## src/rtl/rgb_sequence_monitor.sv

```systemverilog
// Receive-side checker for the colour-cycling light generator: decodes r/g/b drive
// nibbles, tracks the colour protocol and counts laps and sequence violations.
//
//  state | meaning
//  IDLE  | light off, waiting for RED to start a sequence
//  TRACK | following RED..MAGENTA cycle, dwell counts repeats of current colour
//  FAULT | violation seen, silent until the light goes OFF
module rgb_sequence_monitor #(
   parameter int LAP_W     = 8,
   parameter int ERR_W     = 8,
   parameter int MAX_DWELL = 1
) (
   input  logic             clock,
   input  logic             reset,
   input  logic [3:0]       r,
   input  logic [3:0]       g,
   input  logic [3:0]       b,
   input  logic             clear,
   output logic [2:0]       color_code,
   output logic             running,
   output logic             seq_error,
   output logic             err_sticky,
   output logic [LAP_W-1:0] lap_count,
   output logic [ERR_W-1:0] err_count
);

   typedef enum logic [1:0] {IDLE, TRACK, FAULT} state_t;

   localparam logic [2:0] C_OFF     = 3'd0;
   localparam logic [2:0] C_RED     = 3'd1;
   localparam logic [2:0] C_YELLOW  = 3'd2;
   localparam logic [2:0] C_GREEN   = 3'd3;
   localparam logic [2:0] C_CYAN    = 3'd4;
   localparam logic [2:0] C_BLUE    = 3'd5;
   localparam logic [2:0] C_MAGENTA = 3'd6;
   localparam logic [2:0] C_INVALID = 3'd7;

   state_t     state;
   logic [3:0] dwell;
   logic [2:0] sample_color;
   logic [2:0] succ_color;
   logic       violation;
   logic       lap_hit;

   always_comb begin
      case ({r, g, b})
         12'h000: sample_color = C_OFF;
         12'hF00: sample_color = C_RED;
         12'hFF0: sample_color = C_YELLOW;
         12'h0F0: sample_color = C_GREEN;
         12'h0FF: sample_color = C_CYAN;
         12'h00F: sample_color = C_BLUE;
         12'hF0F: sample_color = C_MAGENTA;
         default: sample_color = C_INVALID;
      endcase
   end

   // color_code holds the previous sample, so it is the colour being tracked
   assign succ_color = (color_code == C_MAGENTA) ? C_RED : color_code + 3'd1;

   always_comb begin
      violation = 1'b0;
      lap_hit   = 1'b0;
      case (state)
         IDLE: violation = (sample_color != C_OFF) && (sample_color != C_RED);
         TRACK: begin
            if (sample_color == C_OFF) begin
               violation = 1'b0;
            end else if (sample_color == succ_color) begin
               lap_hit = (color_code == C_MAGENTA);
            end else if (sample_color == color_code) begin
               violation = (dwell >= 4'(MAX_DWELL));
            end else begin
               violation = 1'b1;
            end
         end
         default: violation = 1'b0;
      endcase
   end

   always_ff @(posedge clock) begin
      if (!reset) begin
         state      <= IDLE;
         dwell      <= 4'd0;
         color_code <= C_OFF;
         running    <= 1'b0;
         seq_error  <= 1'b0;
         err_sticky <= 1'b0;
         lap_count  <= '0;
         err_count  <= '0;
      end else begin
         color_code <= sample_color;
         seq_error  <= violation;
         case (state)
            IDLE: begin
               if (sample_color == C_RED) begin
                  state   <= TRACK;
                  dwell   <= 4'd1;
                  running <= 1'b1;
               end else begin
                  state   <= violation ? FAULT : IDLE;
                  dwell   <= 4'd0;
                  running <= 1'b0;
               end
            end
            TRACK: begin
               if (sample_color == C_OFF) begin
                  state   <= IDLE;
                  dwell   <= 4'd0;
                  running <= 1'b0;
               end else if (violation) begin
                  state   <= FAULT;
                  dwell   <= 4'd0;
                  running <= 1'b0;
               end else begin
                  state   <= TRACK;
                  dwell   <= (sample_color == color_code) ? dwell + 4'd1 : 4'd1;
                  running <= 1'b1;
               end
            end
            default: begin
               state   <= (sample_color == C_OFF) ? IDLE : FAULT;
               dwell   <= 4'd0;
               running <= 1'b0;
            end
         endcase
         if (lap_hit) lap_count <= lap_count + LAP_W'(1);
         if (violation) begin
            err_sticky <= 1'b1;
            if (err_count != '1) err_count <= err_count + ERR_W'(1);
         end
         // clear overrides any same-cycle increment or set
         if (clear) begin
            err_sticky <= 1'b0;
            lap_count  <= '0;
            err_count  <= '0;
         end
      end
   end

endmodule

```

## config.mk

```make
export PLATFORM = sky130hd
export DESIGN_NAME = rgb_sequence_monitor
export DESIGN_NICKNAME = d
export VERILOG_FILES = /design/src/rtl/rgb_sequence_monitor.sv
export SDC_FILE = /design/constraint.sdc
export NUM_CORES = 1
export LEC_CHECK = 0
export CORE_MARGIN = 4
export CORE_UTILIZATION = 53
export CTS_CLUSTER_SIZE = 10
export DETAILED_ROUTE_END_ITERATION = 7
export PLACE_DENSITY_LB_ADDON = 0.1
export SLEW_MARGIN = 20
export SYNTH_ARGS = -nofsm -noshare
export SYNTH_HDL_FRONTEND = slang
export SYNTH_SLANG_ARGS = --single-unit
```

## constraint.sdc

```tcl
create_clock -name clock -period 8.15 [get_ports clock]
set_input_delay 1.63 -clock clock [delete_from_list [all_inputs] [get_ports clock]]
set_output_delay 1.63 -clock clock [all_outputs]
set_load 0.01 [all_outputs]
```

Word level (Yosys, flattened, before mapping) --
Cells that the tools add are included.
Word-level totals: register bits after elaboration 28, bits of input ports 15, logic and storage cells 58
Operators by class: add/subtract/negate cells 4, order comparisons 1, equality and inequality tests 13, multiplexer cells 24, bitwise logic cells 1, reductions and logical operators 7
Operators by type and width (count):
- 12-bit equality test (second input constant) | 3
- 12-bit by 8-bit equality test with 1-bit output (second input constant) | 2
- 3-bit case mux with 7 select lines | 1
- 8-bit by 1-bit adder with 8-bit output (second input constant) | 2
- 12-bit by 4-bit equality test with 1-bit output (second input constant) | 1
- 12-bit logical NOT | 1
- 4-bit 2-to-1 mux | 3
- 1-bit 2-to-1 mux | 10
- 2-bit 2-to-1 mux | 5
- 8-bit inequality test (second input constant) | 1
- 4-bit case mux with 2 select lines | 1
- 3-bit equality test | 2
- 4-bit by 1-bit adder with 4-bit output (second input constant) | 1
- 4-bit by 1-bit >= comparator with 1-bit output (second input constant) | 1
- 1-bit case mux with 2 select lines | 2
- 2-bit case mux with 2 select lines | 1
- 3-bit by 1-bit adder with 3-bit output (second input constant) | 1
- 3-bit by 1-bit equality test with 1-bit output (second input constant) | 1
- 3-bit equality test (second input constant) | 1
- 3-bit logical NOT | 1
- 3-bit 2-to-1 mux | 1
- 3-bit by 1-bit inequality test with 1-bit output (second input constant) | 1
- 3-bit nonzero test | 1
- 2-bit by 1-bit equality test with 1-bit output (second input constant) | 1
- other kinds (5) | 5

Longest topological paths before layout --
depth in word-level cells 10, depth in mapped cells 10, gate-level depth less buffers 8

Least setup slack after synthesis --
No wires, ideal clock.
kind input to register, from input g[0], to register err_count[5], data arrival time 4138 ps, required time 8079 ps, path slack 3941 ps, stages 10, cell sequence or4_1 -> buf_2 -> a211oi_1 -> nor4_1 -> o311a_1 -> o22ai_4 -> a31oi_2 -> buf_6 -> or4_1 -> a21oi_1
Between the ends: word-level cells in the longest chain between the ends 8, elaborated cells on any way between the ends 19
Ends and longest elaborated chain:
- from (decl) | line 16 | input logic [3:0] g,
- 12-bit equality test (tied with other cells) | line 46 | case ({r, g, b})
- 3-bit case mux with 7 select lines (*) | line 46
- 3-bit equality test | line 71 | end else if (sample_color == color_code) begin
- 1-bit 2-to-1 mux | line 71
- 1-bit 2-to-1 mux | line 69 | end else if (sample_color == succ_color) begin
- 1-bit 2-to-1 mux | line 67 | if (sample_color == C_OFF) begin
- 1-bit case mux with 2 select lines (*) | line 64 | case (state)
- 2-bit AND reduction (no line) (*)
- to (signal assigned) | line 130 | if (err_count != '1) err_count <= err_count + ERR_W'(1);
- to (decl) | line 24 | output logic [ERR_W-1:0] err_count
Every way passes the cells marked *; elsewhere a longest branch is shown, timed or not. A chain may end at the register's enable or synchronous reset.

Worst setup path in the final report --
from input g[0], to register err_count[7]
The elaborated chain is that of the path after synthesis.

==> results.yml <==
clock_tree:
  cts.hold.buffers_added: 0
  cts_buffers: 3
  post_cts_buffers: 0
  post_cts_resized: 0
  htreeDepth: 1
  clk_pin_slew_ns: 0.16
  clockRootBuffer: "clkbuf_4"
  insertion_delay_ns: 0.33
  cts_tree: "built"
  cts_sinks: 27
  clockBufferDepth: 2
power:
  clock_power_share_pct: 27.7
  p_sw_w: 0.0000557
  seqPwrFrac_pct: 61.5
  finalPower_w: 0.000223
  p_int_w: 0.000168
  power_frac_comb_pct: 10.8
  power.density_nw_per_um2: 116
  swShare_pct: 24.9
  p_leak_nw: 0.646
  irDropWorstVdd_uv: 145
placed_design:
  gp_congestion: 0.907
  portBuffers: 36
  dp.cells: 234
  hpwl_um: 2800
  pre_cts_ws_ns: 3.25
sta:
  fin_ws_ns: 3.60
  worst_slew_pin_slew_ns: 0.640
  slew_headroom_pct: 56.9
  rsz0062_at_grt: "false"
  slew_violations: 0
  fin_setup_tns_ns: 0
  finalHoldViolations: 0
  setup_viol: 0
  fmax_ghz: 0.220
  fin_worst_skew_ns: 0.00950
  fin_crit_sh_pct: 55.8
  period_needed_ns: 4.55
route:
  via_per_inst: 6.11
  wl_per_cell_um: 15.4
  top_layer_used: "met4"
  wl_um: 3670
  first_pass_iters: 4
  met1_length_um: 1510
  drc: 0
  vias: 1455
  met3WireLength_um: 142
  drt_iter0_markers: 109
  ant_nets: 0
  met2WireLength_um: 1980
yosys:
  yosys_register_bits: 27
  synth.avg_cell_area_um2: 8.92
  synthCells: 173
  ys_types: 48
  synthArstFlopShare_pct: 0
  yosys_warnings: 0
  synth_enable_flop_cells: 0
  syn-cell-area_um2: 1540
  synth-main-ff-cell: "dfxtp_1"
  synth_fp_nets: 193
  seq_area_frac_synth_pct: 35.0
die:
  die_x_um: 62.0
  design.core.area_um2: 2760
  initial_core_util_pct: 55.9
  io_pins: 37
  row_count: 19
  die_h_um: 62.0
  die_area_um2: 3840
final_layout:
  n_antenna_cell: 0
  drive_gt1_share_pct: 4.83
  nets: 228
  nFillCells: 233
  layout-area-overhead-vs-synth_pct: 25.2
  layout.cells.non_filler: 238
job:
  drv_cap: 0
critical_path:
  crit_top_cell: "nor4_1"
  path_class: "in2reg"
  worst_ep_arrival_time_ns: 4.80
  cp_max_fo: 11
  crit_path_end_kind: "flop"
  cp_slowest_cell: "or4_1"
  cp-start-kind: "primary input"
  critPathRequiredTime_ns: 8.40
  path_cells: "clkdlybuf4s50_1 -> or4_1 -> or3_1 -> and3_1 -> nor4_1 -> o211ai_2 -> a31oi_2 -> nor4_1 -> o21a_1"
  critical-path-max-stage-delay_ns: 0.70
global_routing:
  grt_start_max_net_pins: 18
  grt_use_total_pct: 21.9
  antenna_found_initial: 0
  grt_pass1_wl_um: 6280
  grt_pass1_vias: 1433
  overflow: 0
run_status:
  status: "completed"
min_path:
  min_path_type: "reg2reg"
synthesized netlist by cell type, drive strengths merged (4+ instances only):
cell type  instances  area share (%)
dfxtp             27              35
nor2              13             3.2
a21oi             11             3.6
nand2             10             2.4
and3               7             2.8
inv                6             1.5
nand4              6             2.4
or4                6             3.2
a211oi             5             3.6
buf                5             2.4
ha                 5             4.1
nor3b              5             2.4
o21ai              5             1.6
xor2               5             2.8
and2               4             1.6
nor4               4             1.6
or3                4             1.6
placed cells by master (no fill, tap or decap), types with 4 or more instances in the layout:
master / Yosys / routed
nand4_1: 6 / 6
or3_1: 4 / 4
dfxtp_1: 27 / 27
nand2_1: 10 / 10
xor2_1: 5 / 5
and2_1: 4 / 4
or4_1: 5 / 5
nor4_1: 4 / 4
nor2_1: 13 / 13
ha_1: 5 / 5
and3_1: 7 / 7
clkdlybuf4s50_1: 0 / 36
o21ai_0: 5 / 5
a21oi_1: 11 / 11
inv_1: 6 / 6
nor3b_1: 5 / 5
registers in the layout, summed over array words and instances, names as in the netlist:
register    count
lap_count       8
state           2
color_code      3
dwell           4
err_sticky      1
err_count       8
seq_error       1
worst paths after layout:
kind,startpoint,slack (ns),cells past startpoint,end
worst max register to register,state[0],5.95,6,lap_count[6]
worst min register to register,err_sticky,0.50,1,err_sticky
worst max-delay path,g[0],3.60,9,err_count[7]
worst min-delay path,err_sticky,0.50,1,err_sticky
layout make-up:
type                            count  area, µm²  area share, %
Multi-Input combinational cell    134        938           48.6
Sequential cell                    27        541           28.0
Timing Repair Buffer               36        360           18.7
Tap cell                           31       38.8           2.01
Clock buffer                        3       22.5           1.17
Inverter                            6       22.5           1.17
Clock inverter                      1       8.76          0.453
kinds of logic (layout without fill, tap and decap cells):
logic type | after synthesis | after routing | synth area share [%]
AND/OR/NAND/NOR | 74 | 74 | 28.1
AO/OA/AOI/OAI | 43 | 43 | 22.0
flip-flops | 27 | 27 | 35.0
buffers and inverters | 12 | 46 | 4.14
XOR/XNOR | 8 | 8 | 4.54
adder cells (fa/ha/maj) | 5 | 5 | 4.06
multiplexers | 3 | 3 | 1.95
other | 1 | 1 | 0.243
stage by stage:
step	utilization, %	instance area, µm²	hold slack (ns)
2_1_floorplan	-	1540	0.504
3_3_place_gp	68.9	1900	0.448
3_5_place_dp	68.9	1900	0.458
4_1_cts	70.1	1930	0.493
5_1_grt	70.1	1930	0.525
6_report	70.1	1930	0.497
layer usage:
metal	vias to the layer above	global-route usage (%)
li1	719	-
met1	699	24.8
met2	32	41.0
met3	5	4.34
met4	0	6.36
met5	-	0
power groups by stage:
stage,Combinational (W),Clock [W],Sequential (W)
floorplan,0.0000113,0,0.000140
global placement,0.0000231,0,0.000140
detailed placement,0.0000240,0,0.000140
CTS,0.0000241,0.0000635,0.000137
global route,0.0000264,0.0000688,0.000138
finish,0.0000241,0.0000618,0.000137
critical path: cells and delay by family:
kind / cells / cell delay (ns)
AOI/OAI and AO/OA: 3 / 0.86
buffers and inverters: 1 / 0.41
and+or+nand+nor: 5 / 1.90
No activity file was read; power rests on OpenSTA's default activity.
